### src/rtl/alg_thresh_sched.sv
// Peak-to-threshold scheduler: accept a peak, compute gate thresholds, write them out; 2 cycles accept->write, 3-cycle min spacing.
// peak_ready low while busy; write holds until th_wr_ready. Define ALG_CLAMP_EN to clamp the window inside [0, 2^Np-1].
module alg_thresh_sched #(
   parameter int Nb        = 6,
   parameter int Np        = 12,
   parameter int PIXEL_NUM = 16,
   parameter int PW        = 4
) (
   input  logic          clk,
   input  logic          res,
   input  logic          frame_start,
   input  logic          peak_valid,
   input  logic [Nb-1:0] peak_ch,
   input  logic [PW-1:0] peak_pix,
   output logic          peak_ready,
   output logic          th_wr_en,
   input  logic          th_wr_ready,
   output logic [PW-1:0] th_wr_addr,
   output logic [Np-1:0] th_minus,
   output logic [Np-1:0] th_positive,
   output logic [Np-1:0] th_delta,
   output logic          frame_done,
   output logic          err_pix
);

   localparam logic [Np-1:0] SB   = {{(Np-1){1'b0}}, 1'b1} << (Np - Nb);
   localparam logic [Np-1:0] HALF = SB >> 1;
   localparam logic [Np-1:0] UB   = '1;
   localparam logic [PW:0]   PN   = (PW+1)'(PIXEL_NUM);

   typedef enum logic [1:0] {IDLE, CALC, WRITE} state_t;

   state_t        state, state_nx;
   logic          rdy_ok;
   logic          accept;
   logic          wr_done;
   logic          pix_ok;
   logic [Nb-1:0] cap_ch;
   logic [PW-1:0] cap_pix;
   logic [PW:0]   cnt;
   logic [Np-1:0] ch_c, mi, po, de;

   assign pix_ok  = ({1'b0, cap_pix} < PN);
   assign wr_done = th_wr_en & th_wr_ready;

   always_comb begin
      state_nx   = state;
      peak_ready = 1'b0;
      th_wr_en   = 1'b0;
      accept     = 1'b0;
      case (state)
         IDLE: begin
            // rdy_ok keeps the first cycle after reset release closed
            peak_ready = rdy_ok;
            if (rdy_ok && peak_valid) begin
               accept   = 1'b1;
               state_nx = CALC;
            end
         end
         CALC:    state_nx = pix_ok ? WRITE : IDLE;
         WRITE: begin
            th_wr_en = 1'b1;
            if (th_wr_ready) state_nx = IDLE;
         end
         default: state_nx = IDLE;
      endcase
   end

   always_comb begin
      ch_c = ({{(Np-Nb){1'b0}}, cap_ch} << (Np - Nb)) + HALF;
      mi   = ch_c - SB;
      po   = ch_c + SB;
`ifdef ALG_CLAMP_EN
      if (ch_c < SB) begin
         mi = '0;
         po = SB << 1;
      end else if (ch_c > UB - SB) begin
         po = UB;
         mi = UB - (SB << 1);
      end
`endif
      de = mi + po - ((po >> Nb) << Nb);
   end

   always_ff @(posedge clk or posedge res) begin
      if (res) state <= IDLE;
      else     state <= state_nx;
   end

   always_ff @(posedge clk or posedge res) begin
      if (res) begin
         rdy_ok      <= 1'b0;
         cap_ch      <= '0;
         cap_pix     <= '0;
         th_wr_addr  <= '0;
         th_minus    <= '0;
         th_positive <= '0;
         th_delta    <= '0;
      end else begin
         rdy_ok <= 1'b1;
         if (accept) begin
            cap_ch  <= peak_ch;
            cap_pix <= peak_pix;
         end
         if (state == CALC && pix_ok) begin
            th_wr_addr  <= cap_pix;
            th_minus    <= mi;
            th_positive <= po;
            th_delta    <= de;
         end
      end
   end

   always_ff @(posedge clk or posedge res) begin
      if (res) begin
         cnt        <= '0;
         frame_done <= 1'b0;
         err_pix    <= 1'b0;
      end else begin
         frame_done <= 1'b0;
         // a frame_start on the same edge as the last write suppresses frame_done
         if (frame_start) begin
            cnt <= '0;
         end else if (wr_done) begin
            if (cnt + 1'b1 == PN) begin
               cnt        <= '0;
               frame_done <= 1'b1;
            end else begin
               cnt <= cnt + 1'b1;
            end
         end
         if (state == CALC && !pix_ok) err_pix <= 1'b1;
         else if (frame_start)         err_pix <= 1'b0;
      end
   end

endmodule

### config.mk
export PLATFORM = sky130hd
export DESIGN_NAME = alg_thresh_sched
export DESIGN_NICKNAME = d
export VERILOG_FILES = /design/src/rtl/alg_thresh_sched.sv
export SDC_FILE = /design/constraint.sdc
export NUM_CORES = 1
export LEC_CHECK = 0
export BUFFER_PORTS_ARGS = -buffer_cell sky130_fd_sc_hd__buf_2
export CAP_MARGIN = 20
export CORE_MARGIN = 3
export CORE_UTILIZATION = 58
export CTS_BUF_LIST = sky130_fd_sc_hd__clkbuf_4
export DETAILED_ROUTE_END_ITERATION = 12
export PLACE_DENSITY = 0.84
export SETUP_SLACK_MARGIN = 0.4
export SYNTH_ARGS = -nofsm -noshare
export SYNTH_HDL_FRONTEND = slang
export SYNTH_SLANG_ARGS = --single-unit
### constraint.sdc
create_clock -name clk -period 5.1 [get_ports clk]
set_input_delay 0.51 -clock clk [delete_from_list [all_inputs] [get_ports clk]]
set_output_delay 0.51 -clock clk [all_outputs]
set_load 0.01 [all_outputs]
=== Word level (Yosys, flattened, before mapping) ===
Index checks and enable logic that the tools add are counted.

* Flip-flop bits (word level): 59
* Logic and storage cells: 39

* $add $sub $neg: 6
* Equality and inequality tests: 5
* Reductions and logical operators: 4
* Mux-type cells: 13
* Bitwise gates (word level): 1

{| class="wikitable"
|+ Operators by type and width
! operator !! number
|-
| 5-bit two-way mux || 3
|-
| 12-bit adder || 1
|-
| 12-bit by 6-bit adder with 12-bit output, second input constant || 1
|-
| 12-bit by 7-bit adder with 12-bit output, second input constant || 1
|-
| 12-bit subtractor || 1
|-
| 12-bit by 7-bit subtractor with 12-bit output, second input constant || 1
|-
| 1-bit two-way mux || 7
|-
| 2-bit case mux with 3 select lines || 1
|-
| 5-bit by 1-bit adder with 5-bit output, second input constant || 1
|-
| 5-bit equality test, second input constant || 1
|-
| 2-bit two-way mux || 2
|-
| 2-bit inequality test, second input constant || 2
|-
| 2-bit by 1-bit equality test with 1-bit output, second input constant || 1
|-
| 2-bit equality test, second input constant || 1
|-
| 2-bit logical NOT || 1
|-
| 2-bit AND reduction || 1
|-
| 2-bit nonzero test || 1
|-
| 1-bit bitwise AND || 1
|-
| 1-bit logical AND || 1
|}

=== Longest topological paths before layout ===
Gate-level depths: netlist of run 1.

* Depth in word-level cells: 5
* Depth in mapped cells: 12
* Gate-level depth less buffers: 12

=== Worst setup path after synthesis of run 1 ===
Ideal clock, no wire load.

* Path type: flip-flop to flip-flop
* From: reg cap_ch[0]
* To: reg th_delta[11]
* Path buffers: 0
* Library setup time: 0.132 ns
* Arrival: 2.721 ns
* Stages on the path, launching flop included: 13
* Setup slack: 2.247 ns
* Required time: 4.968 ns
* Period minus slack after synthesis: 2.853 ns
* Path through: dfrtp_1 ha_1 nand3_1 xor2_1 inv_1 ha_1 xor2_1 ha_1 ha_1 or3_1 o221ai_1 xor2_1 o21ai_1

* Word-level cells in the longest chain between the ends: 4

{| class="wikitable"
|+ Ends and longest elaborated chain
! element !! line !! source
|-
| start, declared || 38 || <nowiki>logic [Nb-1:0] cap_ch;</nowiki>
|-
| start signal, assigned || 102 || <nowiki>cap_ch <= peak_ch;</nowiki>
|-
| 12-bit by 6-bit adder with 12-bit output (*) || 70 || <nowiki>ch_c = ({{(Np-Nb){1'b0}}, cap_ch} << (Np - Nb)) + HALF;</nowiki>
|-
| 12-bit by 7-bit adder with 12-bit output (*) || 72 || <nowiki>po = ch_c + SB;</nowiki>
|-
| via po[10] || 41 || <nowiki>logic [Np-1:0] ch_c, mi, po, de;</nowiki>
|-
| 12-bit adder || 82 || <nowiki>de = mi + po - ((po >> Nb) << Nb);</nowiki>
|-
| 12-bit subtractor (*) || 82 ||
|-
| end signal, assigned || 98 || <nowiki>th_delta <= '0;</nowiki>
|-
| end signal, assigned || 109 || <nowiki>th_delta <= de;</nowiki>
|-
| end, declared || 21 || <nowiki>output logic [Np-1:0] th_delta,</nowiki>
|}

Mark *: on every way through the listed nets, which the timed path passes. The rest lies on a longest branch.
A chain may end at the register's enable or synchronous reset.

=== Final worst setup path of run 1 ===
Ends and elaborated chain as after synthesis.

==> out/results.tsv, run 1 <==
stage	metric	value	unit
run_status	outcome	complete, no violations	
worst_setup_path	crit_start	cap_ch[0]	
logic_synthesis	ys_seq_elements	41	
final_layout	finalNetCount	273	
clock_network	insertion_delay	0.35	ns
sta	min_period	3.044	ns
floorplan	num_rows	21	
logic_synthesis	synth_top_flop_cell	dfrtp_1	
power_and_ir_drop	p_leak	0.001204	uW
logic_synthesis	synth-edff-count	0	
logic_synthesis	synth_mux_area_share	7.776	%
clock_network	htree_levels	2	
power_and_ir_drop	power_frac_comb	48.9	%
clock_network	postCtsSetupRepairBufs	0	
route	drtIter0Drc	68	
place	placed_area	2328	sq um
worst_setup_path	r2r_cells	12	
sta	finalMaxSlewViolations	0	
logic_synthesis	yosys.area_share.xor_xnor	7.892	%
final_layout	syn_to_final_growth	10.83	%
power_and_ir_drop	p_sw_share	37.62	%
grt	grt.total_usage	18.00	%
floorplan	start_util	62.63	%
clock_network	post_cts_resize_count	0	
clock_network	cts.clk_slew.worst_paths	0.12	ns
floorplan	die_y	67.20	um
logic_synthesis	netlist_top_cells_area	dfrtp_1, ha_1, mux2_2	
clock_network	cts_hold_buffers	0	
floorplan	core-area	3468	sq um
power_and_ir_drop	switchingPower	520.5	uW
route	drt_wl_total	3535	um
power_and_ir_drop	pwr-share-clk	15.1	%
worst_setup_path	endpoint_kind	register	
logic_synthesis	synthAdderAreaFrac	8.065	%
route	via_count	1432	
clock_network	cts-root-buf	clkbuf_4	
logic_synthesis	synth_top_area_share	47.24	%
grt	grt_pass1_wl	5954	um
worst_setup_path	critical_path_required	5.34	ns
route	drc	0	
sta	finalWorstSetupSlack	2.056	ns
worst_setup_path	critical_path_class	reg -> reg	
clock_network	cts_tree	done	
clock_network	numCtsBuffers	5	
logic_synthesis	yosys.area_share.simple	11.41	%
logic_synthesis	synth_top_family_by_area	simple AND/OR/NAND/NOR gates	
final_layout	insertedDiodeCount	0	
route	dr.pass1.iters	4	
sta	rsz0062_at_grt	false	
final_layout	stdcell_area	2407	sq um
place	port_buffers	41	
grt	grt_start_max_net_pins	42	
logic_synthesis	synth.avg_cell_area	10.65	sq um
power_and_ir_drop	seq_power_share	36.0	%
route	drtAntennaViolNets	0	
sta	fin_crit_sh	59.69	%
logic_synthesis	synth_top_area_cell	dfrtp_1	
power_and_ir_drop	powerDensity	574.8	nW/um^2
worst_setup_path	arrival	3.29	ns
route	avgViaCountPerCell	4.921	
floorplan	die_x	67.20	um
final_layout	seqCellArea	1026	sq um
final_layout	n_fill_cell	295	
sta	hold_viol_final	0	
sta	worst_pin_slew	0.6988	ns
floorplan	io_pins	59	
logic_synthesis	ys_warn_count	0	
power_and_ir_drop	ir_drop	0.3901	mV
logic_synthesis	ys_seq_area_share	47.24	%
grt	grt_pass1_vias	1367	
sta	tns	0	ns
power_and_ir_drop	power.internal	863.3	uW
route	wire_per_inst	12.15	um
worst_setup_path	crit_path_end	th_delta[11]	
logic_synthesis	async_reset_ff_share	100.0	%
hold_path	hold_class	in -> async	
final_layout	multi_input_area	983.4	sq um
logic_synthesis	synth_cell_type_count	35	
sta	worst_hold_slack	0.2572	ns
logic_synthesis	netlist_area	2172	sq um
logic_synthesis	syn_inst	204	
worst_setup_path	r2r-end	th_delta[11]	
grt	antenna_found_initial	0	
logic_synthesis	synth_compound_area_share	7.028	%
worst_setup_path	start_kind	register	
clock_network	cts_sinks	41	
worst_setup_path	crit_fanout	7	
grt	grt_overflow	0	
place	dp_slack	2.055	ns
sta	max_freq	0.3285	GHz
floorplan	die-area	4515	sq um
sta	finalSetupViolCount	0	
clock_network	ctsLongestPathBuffers	2	
logic_synthesis	yosysMostFrequentCell	dfrtp_1	
worst_setup_path	r2r-start	cap_ch[0]	
logic_synthesis	synth_commonest_cells	dfrtp_1, nand2_1, buf_4	
sta	slew_headroom	53.39	%
final_layout	layout-drive-gt1-share	27.76	%
place	gp_congestion	0.8338	
job	maxCapViolCount	0	
place	place_hpwl	2691	um
worst_setup_path	r2r_setup_slack	2.06	ns
sta	skew	0.008836	ns
## metrics by stage
| stage | util, % | instances | total power, uW |
|---|---|---|---|
| CTS | 69.41 | 291 | 1404 |
| floorplan | - | 220 | 1009 |
| detailed placement | 67.14 | 283 | 1186 |
| finish | 69.41 | 291 | 1384 |
| global placement | 67.14 | 283 | 1150 |
| global route | 69.41 | 291 | 1502 |
## power by group through the flow
stage               Combinational (uW)  Sequential [uW]  Clock [uW]
global route                       761              514         228
detailed placement                 679              507           0
global placement                   649              501           0
floorplan                          479              530           0
CTS                                688              500         217
finish                             677              499         208
## cells in the final DEF, fill, tap and decap left out, types with 2 or more instances in the layout
master	netlist	layout
ha_1	14	14
dfrtp_1	41	41
a21oi_1	5	5
nand3_1	3	3
mux2_2	15	15
nand2b_1	2	2
nor2_1	7	7
xnor2_1	8	8
o21ai_0	16	16
xor2_1	9	9
clkbuf_4	0	6
inv_1	11	11
nor3_1	2	2
buf_2	1	41
conb_1	2	18
nand2_1	24	24
buf_4	20	2
or3_1	2	2
and2_1	2	2
## registers in the layout, indices dropped and copies added, names as in the netlist
signal	count
cnt	5
cap_ch	6
th_delta	6
cap_pix	4
th_wr_addr	4
frame_done	1
rdy_ok	1
state	2
th_positive	5
th_minus	7
## critical path, stage by stage (launching register included)
cell and delay, ns:
dfrtp_1 0.47, ha_1 0.25, nand3_1 0.10, xor2_1 0.31
inv_1 0.08, ha_1 0.31, xor2_1 0.17, ha_1 0.31
ha_1 0.22, or3_1 0.38, o221ai_1 0.10, xor2_1 0.16
o21ai_1 0.07
## kinds of logic (layout without fill, tap and decap cells)
group,Yosys count,after routing
adders and majority gates,14,14
and+or+nand+nor,50,50
DFF,41,41
muxes,15,15
AOI/OAI and AO/OA,27,27
xor gates and xnor gates,18,18
other,2,18
buffers and inverters,37,62
## worst min path at each step
stage                     endpoint  slack (ns)
global route            frame_done        0.28
detailed placement  th_positive[7]        0.47
global placement    th_positive[7]        0.46
finish                      cnt[4]        0.26
floorplan               cap_pix[0]        0.48
CTS                    th_minus[7]        0.26
## layer usage
layer	wire [um]	part of all wire, %	track usage (%)	vias up
li1	-	-	-	723
met1	1619	46	22.84	655
met2	1581	45	27.85	49
met3	273	7.7	6.323	5
met4	61	1.7	7.848	0
met5	0	0	0	-
## final cells by class
class                           instances  share of cell area, %
Clock buffer                            6                  1.871
Timing Repair Buffer                   43                  9.148
Sequential cell                        41                  42.62
Tap cell                               46                  2.391
Inverter                               11                  1.715
Multi-Input combinational cell        142                  40.85
Clock inverter                          2                  1.403
Note: power is estimated with default switching activity, not from simulation.
==> run 2, diff against run 1 <==
CORE_UTILIZATION = 49   (was 58)
PLACE_DENSITY = 0.75   (was 0.84)
clock period = 2.5 ns   (was 5.1 ns; I/O delays follow)
==> out/results.tsv, run 2 (synthesis results as in run 1) <==
stage	metric	value	unit	change
grt	grt_start_max_net_pins	26		was 42
worst_setup_path	r2r_cells	12		unchanged
route	dr.pass1.iters	4		unchanged
worst_setup_path	r2r-end	th_delta[11]		unchanged
clock_network	cts_hold_buffers	0		unchanged
final_layout	layout-drive-gt1-share	46.01	%	was 27.76%
grt	grt.total_usage	18.29	%	was 18.00%
place	place_hpwl	3152	um	was 2691 um
floorplan	num_rows	23		was 21
sta	fin_crit_sh	106.7	%	was 59.69%
clock_network	insertion_delay	0.35	ns	about the same
sta	finalMaxSlewViolations	0		unchanged
worst_setup_path	critical_path_required	2.75	ns	was 5.34 ns
final_layout	reg_top3	th_minus: 7 flops, cap_ch: 6 flops, th_delta: 6 flops		unchanged
route	avgViaCountPerCell	4.831		was 4.921
grt	grt_overflow	0		unchanged
sta	slew_headroom	38.58	%	was 53.39%
final_layout	top_register	th_minus		unchanged
floorplan	start_util	52.42	%	was 62.63%
sta	hold_viol_final	0		unchanged
route	wire_per_inst	13.31	um	was 12.15 um
worst_setup_path	r2r_setup_slack	-0.17	ns	was 2.06 ns
final_layout	stdcell_count	326		was 291
clock_network	cts-root-buf	clkbuf_4		unchanged
route	drt_wl_total	4339	um	was 3535 um
sta	rsz0062_at_grt	true		was false
route	drtIter0Drc	82		was 68
clock_network	cts.clk_slew.worst_paths	0.13	ns	was 0.12 ns
final_layout	layout_common_cells	buf_2, dfrtp_1, buf_4		was dfrtp_1, buf_2, nand2_1
floorplan	die_x	72.58	um	was 67.20 um
sta	worst_pin_slew	0.9203	ns	was 0.6988 ns
clock_network	numCtsBuffers	5		unchanged
worst_setup_path	crit_fanout	4		was 7
place	port_buffers	41		unchanged
worst_setup_path	critical_path_class	reg -> reg		unchanged
place	gp_congestion	0.8492		was 0.8338
route	via_count	1575		was 1432
clock_network	cts_sinks	41		unchanged
clock_network	cts_tree	done		unchanged
sta	worst_hold_slack	0.07248	ns	was 0.2572 ns
sta	finalWorstSetupSlack	-0.1673	ns	was 2.056 ns
clock_network	htree_levels	2		unchanged
worst_setup_path	start_kind	register		unchanged
final_layout	final_common_cell	buf_2		
sta	min_period	2.667	ns	was 3.044 ns
final_layout	finalNetCount	304		was 273
sta	max_freq	0.3749	GHz	was 0.3285 GHz
clock_network	ctsLongestPathBuffers	2		unchanged
grt	antenna_found_initial	0		unchanged
power_and_ir_drop	powerDensity	1393	nW/um^2	was 574.8 nW/um^2
final_layout	multi_input_area	1199	sq um	was 983.4 sq um
hold_path	hold_class	in -> async		unchanged
final_layout	insertedDiodeCount	0		unchanged
floorplan	die-area	5268	sq um	was 4515 sq um
worst_setup_path	endpoint_kind	register		unchanged
place	dp.cells	308		was 283
sta	skew	0.007623	ns	was 0.008836 ns
route	drtAntennaViolNets	0		unchanged
floorplan	die_y	72.58	um	was 67.20 um
floorplan	io_pins	59		unchanged
floorplan	core-area	4144	sq um	was 3468 sq um
sta	finalSetupViolCount	2		was 0
final_layout	n_fill_cell	325		was 295
worst_setup_path	r2r-start	cap_ch[2]		was cap_ch[0]
grt	grt_pass1_wl	7376	um	was 5954 um
job	maxCapViolCount	0		unchanged
final_layout	fin_util	70.05	%	was 69.41%
power_and_ir_drop	ir_drop	0.8920	mV	was 0.3901 mV
final_layout	seqCellArea	1030	sq um	was 1026 sq um
route	drc	0		unchanged
power_and_ir_drop	p_leak	0.001394	uW	was 0.001204 uW
run_status	outcome	finished, violations left		was complete, no violations
final_layout	syn_to_final_growth	33.64	%	was 10.83%
final_layout	largest_register_ffs	7		unchanged
run_status	violations	setup timing		
worst_setup_path	arrival	2.92	ns	was 3.29 ns
grt	grt_pass1_vias	1590		was 1367
run 2: cell types whose count changed in the layout (fill, tap and decap cells not counted), sizes merged:
cell,change
bufinv,+1
buf,+31
clkbuf,-1
run 2: timing repair:
action	CTS	global route
resized for setup	22	6
pin swaps	15	3
endpoints found under the setup margin	3	3
buffers inserted	7	3
run 2: worst max-delay path, cell delays in order, from the launching register on:
cell      delay, ns
dfrtp_1        0.47
buf_6          0.17
nor2_4         0.12
nand2_4        0.08
xnor2_4        0.20
ha_4           0.24
xor2_4         0.19
ha_4           0.25
ha_4           0.16
or3_4          0.37
o221ai_2       0.08
xor2_1         0.17
o21ai_1        0.07
run 2: final cells by class:
cell class,instances,area share [%]
Clock buffer,5,1.293
Clock inverter,3,2.241
Inverter,11,1.422
Multi-Input combinational cell,142,41.29
Sequential cell,41,35.47
Tap cell,50,2.155
Timing Repair Buffer,74,16.12
run 2: how the worst max path moves through the flow:
stage,cells after the start,end,slack (ns),start
after floorplan,12,th_delta[11],-0.14,cap_ch[0]
after global placement,12,th_delta[11],-0.20,cap_ch[1]
after detailed placement,12,th_delta[11],-0.29,cap_ch[1]
after CTS,11,th_delta[11],-0.14,cap_ch[1]
after global routing,11,th_delta[11],-0.29,cap_ch[1]
final,12,th_delta[11],-0.17,cap_ch[2]
run 2: layer usage:
metal  global-route usage (%)  share of wire, %  vias up
met5                        0                 0        -
met4                    6.148               1.8        0
met3                    4.270               4.7        8
met2                    30.76                50       44
met1                    23.20                43      750
li1                         -                 -      773
run 2: through the flow:
| step | area (sq um) | setup WS, ns | total power, uW | setup TNS (ns) |
|---|---|---|---|---|
| floorplan | 2313 | -0.1419 | 2215 | -0.1419 |
| global placement | 2572 | -0.2047 | 2801 | -0.2149 |
| detailed placement | 2572 | -0.2911 | 2869 | -0.3465 |
| CTS | 2841 | -0.1446 | 3866 | -0.1446 |
| global route | 2903 | -0.2870 | 4348 | -0.4839 |
| finish | 2903 | -0.1673 | 4043 | -0.2483 |
run 2: where the power goes:
part	switching [uW]	total, uW	internal [uW]
clock	221	531	309
sequential	154	1030	876
combinational	1050	2480	1430
total	1430	4040	2620
==> run 3, diff against run 2 <==
ABC_CLOCK_PERIOD_IN_PS = 2500   (was not set)
TNS_END_PERCENT = 20   (was not set)
==> out/results.tsv, run 3 (synthesis results as in run 1) <==
stage	metric	value	unit	change
route	avgViaCountPerCell	4.823		was 4.831
power_and_ir_drop	powerDensity	1220	nW/um^2	was 1393 nW/um^2
place	dp.cells	307		was 308
grt	grt_overflow	0		unchanged
place	placed_area	2565	sq um	was 2572 sq um
worst_setup_path	r2r-start	cap_ch[2]		unchanged
worst_setup_path	crit_start	cap_ch[2]		unchanged
sta	rsz0062_at_grt	true		unchanged
route	drtAntennaViolNets	0		unchanged
grt	grt_pass1_vias	1490		was 1590
clock_network	cts_sinks	41		unchanged
clock_network	cts-root-buf	clkbuf_4		unchanged
route	drtIter0Drc	87		was 82
final_layout	finalNetCount	294		was 304
job	maxCapViolCount	0		unchanged
clock_network	cts_tree	done		unchanged
route	drc	0		unchanged
final_layout	insertedDiodeCount	0		unchanged
final_layout	top_register	th_minus		unchanged
grt	grt.total_usage	17.12	%	was 18.29%
final_layout	largest_register_ffs	7		unchanged
worst_setup_path	arrival	2.91	ns	was 2.92 ns
worst_setup_path	critical_path_class	reg -> reg		unchanged
worst_setup_path	endpoint_kind	register		unchanged
worst_setup_path	critical_path_required	2.75	ns	about the same
floorplan	io_pins	59		unchanged
grt	antenna_found_initial	0		unchanged
floorplan	die-area	5268	sq um	unchanged
clock_network	cts_hold_buffers	0		unchanged
worst_setup_path	start_kind	register		unchanged
place	port_buffers	41		unchanged
floorplan	die_x	72.58	um	unchanged
worst_setup_path	crit_fanout	4		unchanged
floorplan	die_y	72.58	um	unchanged
place	gp_congestion	0.8229		was 0.8492
route	drt_wl_total	3999	um	was 4339 um
route	via_count	1524		was 1575
route	wire_per_inst	12.66	um	was 13.31 um
floorplan	core-area	4144	sq um	unchanged
final_layout	stdcell_area	2684	sq um	was 2903 sq um
power_and_ir_drop	ir_drop	0.5315	mV	was 0.8920 mV
final_layout	layout_common_cells	buf_2, dfrtp_1, nand2_1		was buf_2, dfrtp_1, buf_4
sta	worst_pin_slew	0.8308	ns	was 0.9203 ns
floorplan	start_util	52.42	%	unchanged
clock_network	insertion_delay	0.37	ns	was 0.35 ns
sta	finalMaxSlewViolations	0		unchanged
sta	skew	0.01832	ns	was 0.007623 ns
run_status	outcome	finished, violations left		unchanged
final_layout	syn_to_final_growth	23.56	%	was 33.64%
clock_network	cts.clk_slew.worst_paths	0.13	ns	about the same
final_layout	reg_top3	th_minus: 7 flops, cap_ch: 6 flops, th_delta: 6 flops		unchanged
grt	grt_pass1_wl	6824	um	was 7376 um
sta	max_freq	0.3759	GHz	was 0.3749 GHz
sta	finalSetupViolCount	2		unchanged
power_and_ir_drop	p_leak	0.001301	uW	was 0.001394 uW
route	dr.pass1.iters	4		unchanged
sta	hold_viol_final	0		unchanged
hold_path	hold_class	in -> async		unchanged
sta	finalWorstSetupSlack	-0.1603	ns	was -0.1673 ns
final_layout	layout-drive-gt1-share	41.35	%	was 46.01%
sta	slew_headroom	44.55	%	was 38.58%
floorplan	num_rows	23		unchanged
clock_network	numCtsBuffers	5		unchanged
place	place_hpwl	3112	um	was 3152 um
sta	fin_crit_sh	106.4	%	was 106.7%
sta	min_period	2.660	ns	was 2.667 ns
clock_network	ctsLongestPathBuffers	2		unchanged
final_layout	stdcell_count	316		was 326
run_status	violations	setup timing		unchanged
grt	grt_start_max_net_pins	24		was 26
clock_network	htree_levels	2		unchanged
final_layout	final_common_cell	buf_2		unchanged
==> run 3: cell count changes in the layout (fill, tap and decap cells not counted), moves of 2 or more <==
cell and delta:
o21ai_1 -2, buf_4 -7, ha_4 -2, o21ai_0 +2, bufinv_16 -2, buf_6 -3
==> run 3: layer usage <==
metal | vias up | part of all wire (%) | global-route usage [%]
li1 | 752 | - | -
met1 | 720 | 44 | 21.33
met2 | 46 | 48 | 27.15
met3 | 6 | 6.8 | 6.336
met4 | 0 | 1.6 | 6.557
met5 | - | 0 | 0
==> run 3: path summary, 6_finish.rpt <==
check	endpoint	slack, ns	cells past startpoint
hold reg to reg	th_positive[7]	0.48	2
setup reg to reg	th_delta[11]	-0.16	11
hold / removal	th_minus[7]	0.02	2
max in group asynchronous	th_minus[11]	1.79	3
min in group clk	state[1]	0.09	2
setup / recovery	th_delta[11]	-0.16	11
==> run 3: power breakdown <==
group	leakage, uW	internal (uW)	total [uW]	switching, uW
Sequential	0.000503	877	1020	145
Combinational	0.000769	1030	1910	879
Clock	0.0000293	118	340	222
Total	0.00130	2030	3270	1250
==> run 3: metrics by stage <==
step	power, uW	hold slack (ns)	worst slack, ns	util (%)	TNS [ns]
after floorplan	2199	0.3131	-0.1419	-	-0.1419
after global placement	2774	0.4570	-0.1624	61.90	-0.1624
after detailed placement	2852	0.4593	-0.2605	61.90	-0.3122
after CTS	3281	0.04841	-0.1950	64.25	-0.2350
after global routing	3573	0.08209	-0.3226	64.76	-0.5197
final	3274	0.01647	-0.1603	64.76	-0.1611
==> run 3: final cells by class <==
class	instances	area, sq um
fill	359	1460
clock inverter	2	11.26
tap	50	62.56
timing repair buffer	64	381.6
clock buffer	6	45.04
multi-input combinational	142	1111
sequential	41	1031
inverter	11	41.29
==> run 3: timing repair <==
item	4_1_cts	5_1_grt
pin swaps	5	1
gates resized for setup	8	3
setup buffers	1	0
setup endpoints to repair	3	3
hold endpoints to repair	0	0
==> run 3: critical path, stage by stage, from the launching register on <==
cell      delay [ns]
dfrtp_2         0.46
nor3_4          0.25
xor2_2          0.12
buf_4           0.15
ha_1            0.16
or2_2           0.32
ha_4            0.24
ha_2            0.17
or3_1           0.38
o221ai_2        0.07
xor2_1          0.15
o21ai_1         0.07
